--- config.mk ---
export PLATFORM = sky130hd
export DESIGN_NAME = plic_claim_seq
export DESIGN_NICKNAME = d
export VERILOG_FILES = /design/src/rtl/plic_claim_seq.sv
export SDC_FILE = /design/constraint.sdc
export NUM_CORES = 1
export LEC_CHECK = 0
export ABC_AREA = 1
export BUFFER_PORTS_ARGS = -buffer_cell sky130_fd_sc_hd__buf_2
export CORE_MARGIN = 3
export CORE_UTILIZATION = 30
export DETAILED_ROUTE_END_ITERATION = 10
export PLACE_DENSITY = 0.69
export SLEW_MARGIN = 20
export SYNTH_ARGS = -nofsm -noshare
export SYNTH_HDL_FRONTEND = slang
export SYNTH_SLANG_ARGS = --single-unit
--- constraint.sdc ---
create_clock -name clk -period 1.4 [get_ports clk]
set_input_delay 0 -clock clk [delete_from_list [all_inputs] [get_ports clk]]
set_output_delay 0 -clock clk [all_outputs]
set_load 0.02 [all_outputs]
--- src/rtl/plic_claim_seq.sv ---
// rtl/plic_claim_seq.sv - PLIC claim/complete sequencer with software register-port arbitration
// The FSM owns the port during claim and complete; software gets every other cycle.
module plic_claim_seq #(
  parameter logic [23:0] CLAIM_ADDR = 24'h200004,
  parameter int          ID_W       = 7
) (
  input  logic            clk,
  input  logic            rst,
  input  logic            plic_notif,
  output logic            plic_wen,
  output logic            plic_ren,
  output logic [23:0]     plic_addr,
  output logic [31:0]     plic_wdata,
  input  logic [31:0]     plic_rdata,
  input  logic            sw_req,
  input  logic            sw_wen,
  input  logic [23:0]     sw_addr,
  input  logic [31:0]     sw_wdata,
  output logic            sw_gnt,
  output logic            sw_rvalid,
  output logic [31:0]     sw_rdata,
  output logic            irq_valid,
  output logic [ID_W-1:0] irq_id,
  input  logic            irq_ready,
  input  logic            irq_done,
  output logic            irq_busy,
  output logic [7:0]      spur_cnt
);

  typedef enum logic [2:0] {
    S_IDLE, S_CLAIM, S_CAPT, S_PRESENT, S_SERVICE, S_COMPL
  } state_t;

  state_t          r_state;
  state_t          w_next;
  logic [ID_W-1:0] r_id;
  logic [7:0]      r_spur;
  logic            r_sw_rd_pend;
  logic [31:0]     r_sw_rdata;
  logic            w_fsm_rd;
  logic            w_fsm_wr;
  logic            w_sw_gnt;
  logic            w_capt_zero;

  assign w_capt_zero = (plic_rdata[ID_W-1:0] == '0);

  always_ff @(posedge clk or posedge rst) begin
    if (rst) r_state <= S_IDLE;
    else     r_state <= w_next;
  end

  always_comb begin
    w_next = r_state;
    case (r_state)
      S_IDLE:    if (plic_notif) w_next = S_CLAIM;
      S_CLAIM:   w_next = S_CAPT;
      S_CAPT:    w_next = w_capt_zero ? S_IDLE : S_PRESENT;
      S_PRESENT: if (irq_ready) w_next = S_SERVICE;
      S_SERVICE: if (irq_done) w_next = S_COMPL;
      S_COMPL:   w_next = S_IDLE;
      default:   w_next = S_IDLE;
    endcase
  end

  always_comb begin
    w_fsm_rd   = (r_state == S_CLAIM);
    w_fsm_wr   = (r_state == S_COMPL);
    irq_valid  = (r_state == S_PRESENT);
    irq_busy   = (r_state == S_CLAIM) || (r_state == S_CAPT) ||
                 (r_state == S_PRESENT) || (r_state == S_SERVICE);
    // rst gate keeps the grant low while reset is held, before any edge
    w_sw_gnt   = sw_req && !rst && !w_fsm_rd && !w_fsm_wr;
    plic_wen   = 1'b0;
    plic_ren   = 1'b0;
    plic_addr  = '0;
    plic_wdata = '0;
    if (w_fsm_rd) begin
      plic_ren  = 1'b1;
      plic_addr = CLAIM_ADDR;
    end else if (w_fsm_wr) begin
      plic_wen   = 1'b1;
      plic_addr  = CLAIM_ADDR;
      plic_wdata = {{(32-ID_W){1'b0}}, r_id};
    end else if (w_sw_gnt) begin
      plic_wen   = sw_wen;
      plic_ren   = !sw_wen;
      plic_addr  = sw_addr;
      plic_wdata = sw_wdata;
    end
  end

  // The pending flag tags the next-cycle return as software's; CAPT never sees it.
  always_ff @(posedge clk or posedge rst) begin
    if (rst) begin
      r_id         <= '0;
      r_spur       <= '0;
      r_sw_rd_pend <= 1'b0;
      r_sw_rdata   <= '0;
    end else begin
      if (r_state == S_CAPT) begin
        r_id <= plic_rdata[ID_W-1:0];
        if (w_capt_zero && r_spur != 8'hFF) r_spur <= r_spur + 8'd1;
      end
      r_sw_rd_pend <= w_sw_gnt && !sw_wen;
      if (r_sw_rd_pend) r_sw_rdata <= plic_rdata;
    end
  end

  assign sw_gnt    = w_sw_gnt;
  assign sw_rvalid = r_sw_rd_pend;
  assign sw_rdata  = r_sw_rd_pend ? plic_rdata : r_sw_rdata;
  assign irq_id    = r_id;
  assign spur_cnt  = r_spur;

endmodule

-- Yosys cells after proc, flatten, opt, wreduce, memory -nomap -nowiden
Index checks and enable logic that the tools add are counted.
- register bits after elaboration: 51
- output and inout bits: 109
- logic and storage cells: 49
- $add $sub $neg: 1
- equal/unequal tests: 9
- muxes and demuxes: 18
- reduce and logical (&&, ||, !) cells: 16
- operators with widths (kind ; count):
    $mux 32 ; 4
    $mux 24 ; 3
    $pmux 3 s5 ; 1
    $mux 3 ; 3
    $add 8x1->8 const B ; 1
    $ne 8x8->1 const B ; 1
    $logic_not 7->1 ; 1
    $eq 3x2->1 const B ; 2
    $eq 3x3->1 const B ; 2
    $mux 1 ; 6
    $logic_and 1x1->1 ; 5
    $logic_not 1->1 ; 4
    $ne 2x2->1 const B ; 2
    $eq 3x1->1 const B ; 1
    $logic_not 3->1 ; 1
    $logic_or 1x1->1 ; 3
    $reduce_and 3->1 ; 1
    $mux 2 ; 1
    $ne 2x1->1 const B ; 1
    $reduce_and 2->1 ; 1

-- Logic depth before layout (Yosys ltp)
- depth after elaboration: 7
- depth in mapped cells: 8
- depth with buffers taken out: 8

-- Worst setup path before layout
Ideal clock, no wire load.
- path type: register to register
- start: register r_sw_rd_pend, in the netlist sw_rvalid
- end: register r_sw_rdata[6]
- arrival time: 1.333 ns
- data required time: 1.232 ns
- slack: -0.101 ns
- stages on the path, launching flop included: 5
- buffers on the path: 2
- cells stage by stage: dfrtp_1 buf_2 buf_2 nor2_1 a21oi_1
- cells in the longest elaborated chain, start to end: 1
- RTL lines (item ; line ; text):
    start, declared ; 38 ; logic r_sw_rd_pend;
    start signal, assigned ; 104 ; r_sw_rd_pend <= w_sw_gnt && !sw_wen;
    $mux 32 ; n/a ;
    net sw_rdata[6] ; 21 ; output logic [31:0] sw_rdata,
    end signal, assigned ; 105 ; if (r_sw_rd_pend) r_sw_rdata <= plic_rdata;
    end, declared ; 39 ; logic [31:0] r_sw_rdata;
The timed path passes the listed nets, and every way through them passes these cells.
A chain may end at the register's enable or synchronous reset.

-- Final worst setup path
- start: register r_sw_rd_pend, in the netlist sw_rvalid
- end: output port sw_rdata[27]
- cells in the longest elaborated chain, start to end: 1
- RTL lines (item ; line ; text):
    $mux 32 ; 111 ; assign sw_rdata = r_sw_rd_pend ? plic_rdata : r_sw_rdata;
    end, declared ; 21 ;
Every way passes these cells.

==> impl_metrics.csv <==
group,metric,value,unit
critical_path,crit_arrival,1490,ps
place,dp.final_hpwl,7440,microns
clocking,worst_skew_pair.late_latency,300,ps
floorplan,die_area,10300,sq um
clocking,cts_buffers,5,
detailed_routing,wl_per_cell,15.8,microns
detailed_routing,drt_first_pass_iters,4,
clocking,tritoncts,"built",
global_routing,vias_in_the_first_global_route,3019,
power_and_ir_drop,report.power.total,9020,uW
critical_path,cp.required,1400,ps
power_and_ir_drop,ir_worst_vdd,1.06,mV
yosys,synth.top_cell.area_share,46.8,%
timing,worst-slew-pin-transition,509,ps
floorplan,placementRows,34,
yosys,yosys_warnings,0,
detailed_routing,via_count,3327,
yosys,syn_inst,341,
detailed_routing,detail_route.vias_per_cell,4.58,
place,finalWeightedCongestion,0.882,
detailed_routing,ant_nets,0,
timing,relSlewSlack,66.0,%
yosys,avgSynthCellArea,8.00,sq um
floorplan,core_region_area,8760,sq um
run_status,violations_in_the_final_reports,"setup timing",
critical_path,crit_type,"flip-flop to output pin",
timing,fmax,672,MHz
detailed_routing,drt_iter0_drc,72,
place,placed_cells_incl_taps,647,
layout,instances_no_fill,726,
yosys,post-synth-top-area-cell,"dfrtp_1",
clocking,cts.htree.levels,2,
global_routing,gr-total-overflow,0,
yosys,postSynthNetCount,437,
floorplan,io_pins,204,
critical_path,worstSetupEndpointType,"output pin",
global_routing,antenna_violations_before_repair,1,
yosys,synth_register_bits,51,
timing,report.final.setup_viol,91,
clocking,cts_max_path_buffers,2,
global_routing,grt_first_pass_wirelength,14500,microns
timing,fin_skew,11.2,ps
yosys,synth_seq_area_share,46.8,%
timing,slew_violations,0,
yosys,ys_types,24,
yosys,syn_area,2730,sq um
clocking,worst_setup_hold_path_clk_slew,90,ps
critical_path,critical-path-max-stage-delay,430,ps
critical_path,critical_path.cell_chain,"buf_12 > clkbuf_16 > mux2_4 > buf_6",
timing,final.min_clock_period,1490,ps
floorplan,initial_utilization,31.1,%
clocking,cts-root-buf,"clkbuf_8",
floorplan,dieHeight,101,microns
global_routing,grt_max_degree,52,
detailed_routing,drcViolationCount,0,
layout,drive_above_1_share,60.0,%
timing,final_min_period_over_clock_period,106,%
timing,grt_setup_unrepaired,"yes",
critical_path,slowest_stage,"dfrtp_2",
timing,final_report_hold_violation_count,0,
global_routing,global_route.usage.total,17.9,%
timing,setup_slack,-88.5,ps
yosys,post_synth_main_area_contributors,"dfrtp_1 47%, mux2_2 10%, nand2_1 9.8%",
place,port_buffers,203,
layout,syn2layout_area_growth,108,%
detailed_routing,postRouteWirelength,11500,microns
run_status,outcome,"finished, violations left",
timing,holdWs,62.2,ps
worst_hold_path,hp-class,"input port to flip-flop",
layout,finalNetCount,712,
critical_path,timing.critical_path.fanout_max,7,
clocking,clock-sinks,51,
power_and_ir_drop,total_leakage_power,0.00299,uW
flow_run,maxCapViolations,0,
power_and_ir_drop,power_density,1590,nW/um^2
critical_path,startpoint_type,"flip-flop",
floorplan,die_w,101,microns
==> routing by layer <==
| metal | up-vias | routed length [microns] | track usage [%] |
|---|---|---|---|
| li1 | 1575 | - | - |
| met4 | 0 | 177 | 5.32 |
| met3 | 11 | 796 | 3.65 |
| met1 | 1603 | 4170 | 18.7 |
| met2 | 138 | 6350 | 35.5 |
| met5 | - | 0 | 0 |
==> Yosys cell counts, drive strengths merged <==
master  instances
nand3b          2
nand3          13
nor3            1
buf            11
nand2          73
mux2           25
o21ai          13
a21oi           7
ha              1
dfrtp          51
xnor2           3
nand4           2
nor2           69
inv            70
==> worst max-delay path, delay by kind of cell, from the launching register on <==
kind | cells | cell delay (ps)
buf+inv | 3 | 440
flops | 1 | 430
mux | 1 | 310
==> power breakdown <==
group          total [uW]  switching (uW)  leakage, uW  internal (uW)
Combinational        5750            3010      0.00233           2740
Sequential           2390             322     0.000618           2070
Clock                 879             473    0.0000484            406
Total                9020            3810      0.00299           5210
==> area by class of cell <==
cell class / instances / area (sq um)
fillers: 686 / 3100
repair buffers: 276 / 2270
multi-input cells: 212 / 1600
flip-flops and latches: 51 / 1280
inverters: 70 / 275
well taps: 108 / 135
clock buffers: 7 / 86.3
clock inverters: 1 / 8.76
diodes: 1 / 2.50
==> kinds of logic after synthesis <==
group | synth area share [%]
and+or+nand+nor | 24.4
buffers and inverters | 12.4
DFF | 46.8
muxes | 10.3
AOI/OAI and AO/OA | 4.63
xor gates and xnor gates | 0.963
adders and majority gates | 0.458
==> what timing repair did <==
item                       in CTS  in global routing
buffers inserted               10                 14
hold endpoints to repair       89                  0
pin swaps                       3                 15
gates resized for setup        87                198
hold buffers                   35                  0
setup endpoints to repair      74                 99
cloned                          1                 11
==> metrics by stage <==
stage	util, %	worst slack [ps]	TNS [ps]	area [sq um]
final	64.6	-88.5	-3680	5660
after global placement	44.3	127	0	3890
after floorplan	-	-101	-302	2730
after global routing	64.6	-135	-9770	5660
after CTS	53.2	-91.8	-3190	4660
after detailed placement	44.3	73.1	0	3890
==> cells in the final DEF (no fill, tap or decap), types with 5 or more instances in the layout <==
cell,count
nor2_4,28
o21ai_2,9
clkbuf_8,6
buf_6,62
a21oi_4,7
nor2_1,21
buf_12,7
nor2_2,20
inv_1,65
nand3_1,11
dfrtp_1,49
clkbuf_16,5
dlygate4sd3_1,35
buf_2,117
nand2_1,54
nand2_2,17
mux2_4,11
buf_4,50
mux2_2,14
==> state kept, by name, summed over array words and instances, names as in the netlist <==
name and count:
irq_id 7, r_state 3, r_sw_rdata 32, spur_cnt 8
sw_rvalid 1
==> worst paths after layout <==
kind                                     startpoint                       end  slack, ps  depth (start not counted)
hold reg to reg            r_sw_rdata[26]$_DFF_PP0_  r_sw_rdata[26]$_DFF_PP0_        500                          1
setup / recovery                sw_rvalid$_DFF_PP0_              sw_rdata[27]        -90                          4
max in group asynchronous                       rst  r_sw_rdata[25]$_DFF_PP0_        820                          4
setup reg to reg             r_state[0]$_DFFE_PP0P_   spur_cnt[6]$_DFFE_PP0P_        -30                          7
hold / removal                           plic_notif    r_state[2]$_DFFE_PP0P_         60                          5
min in group asynchronous                       rst     irq_id[4]$_DFFE_PP0P_        340                          4
(Power assumes the default switching activity.)
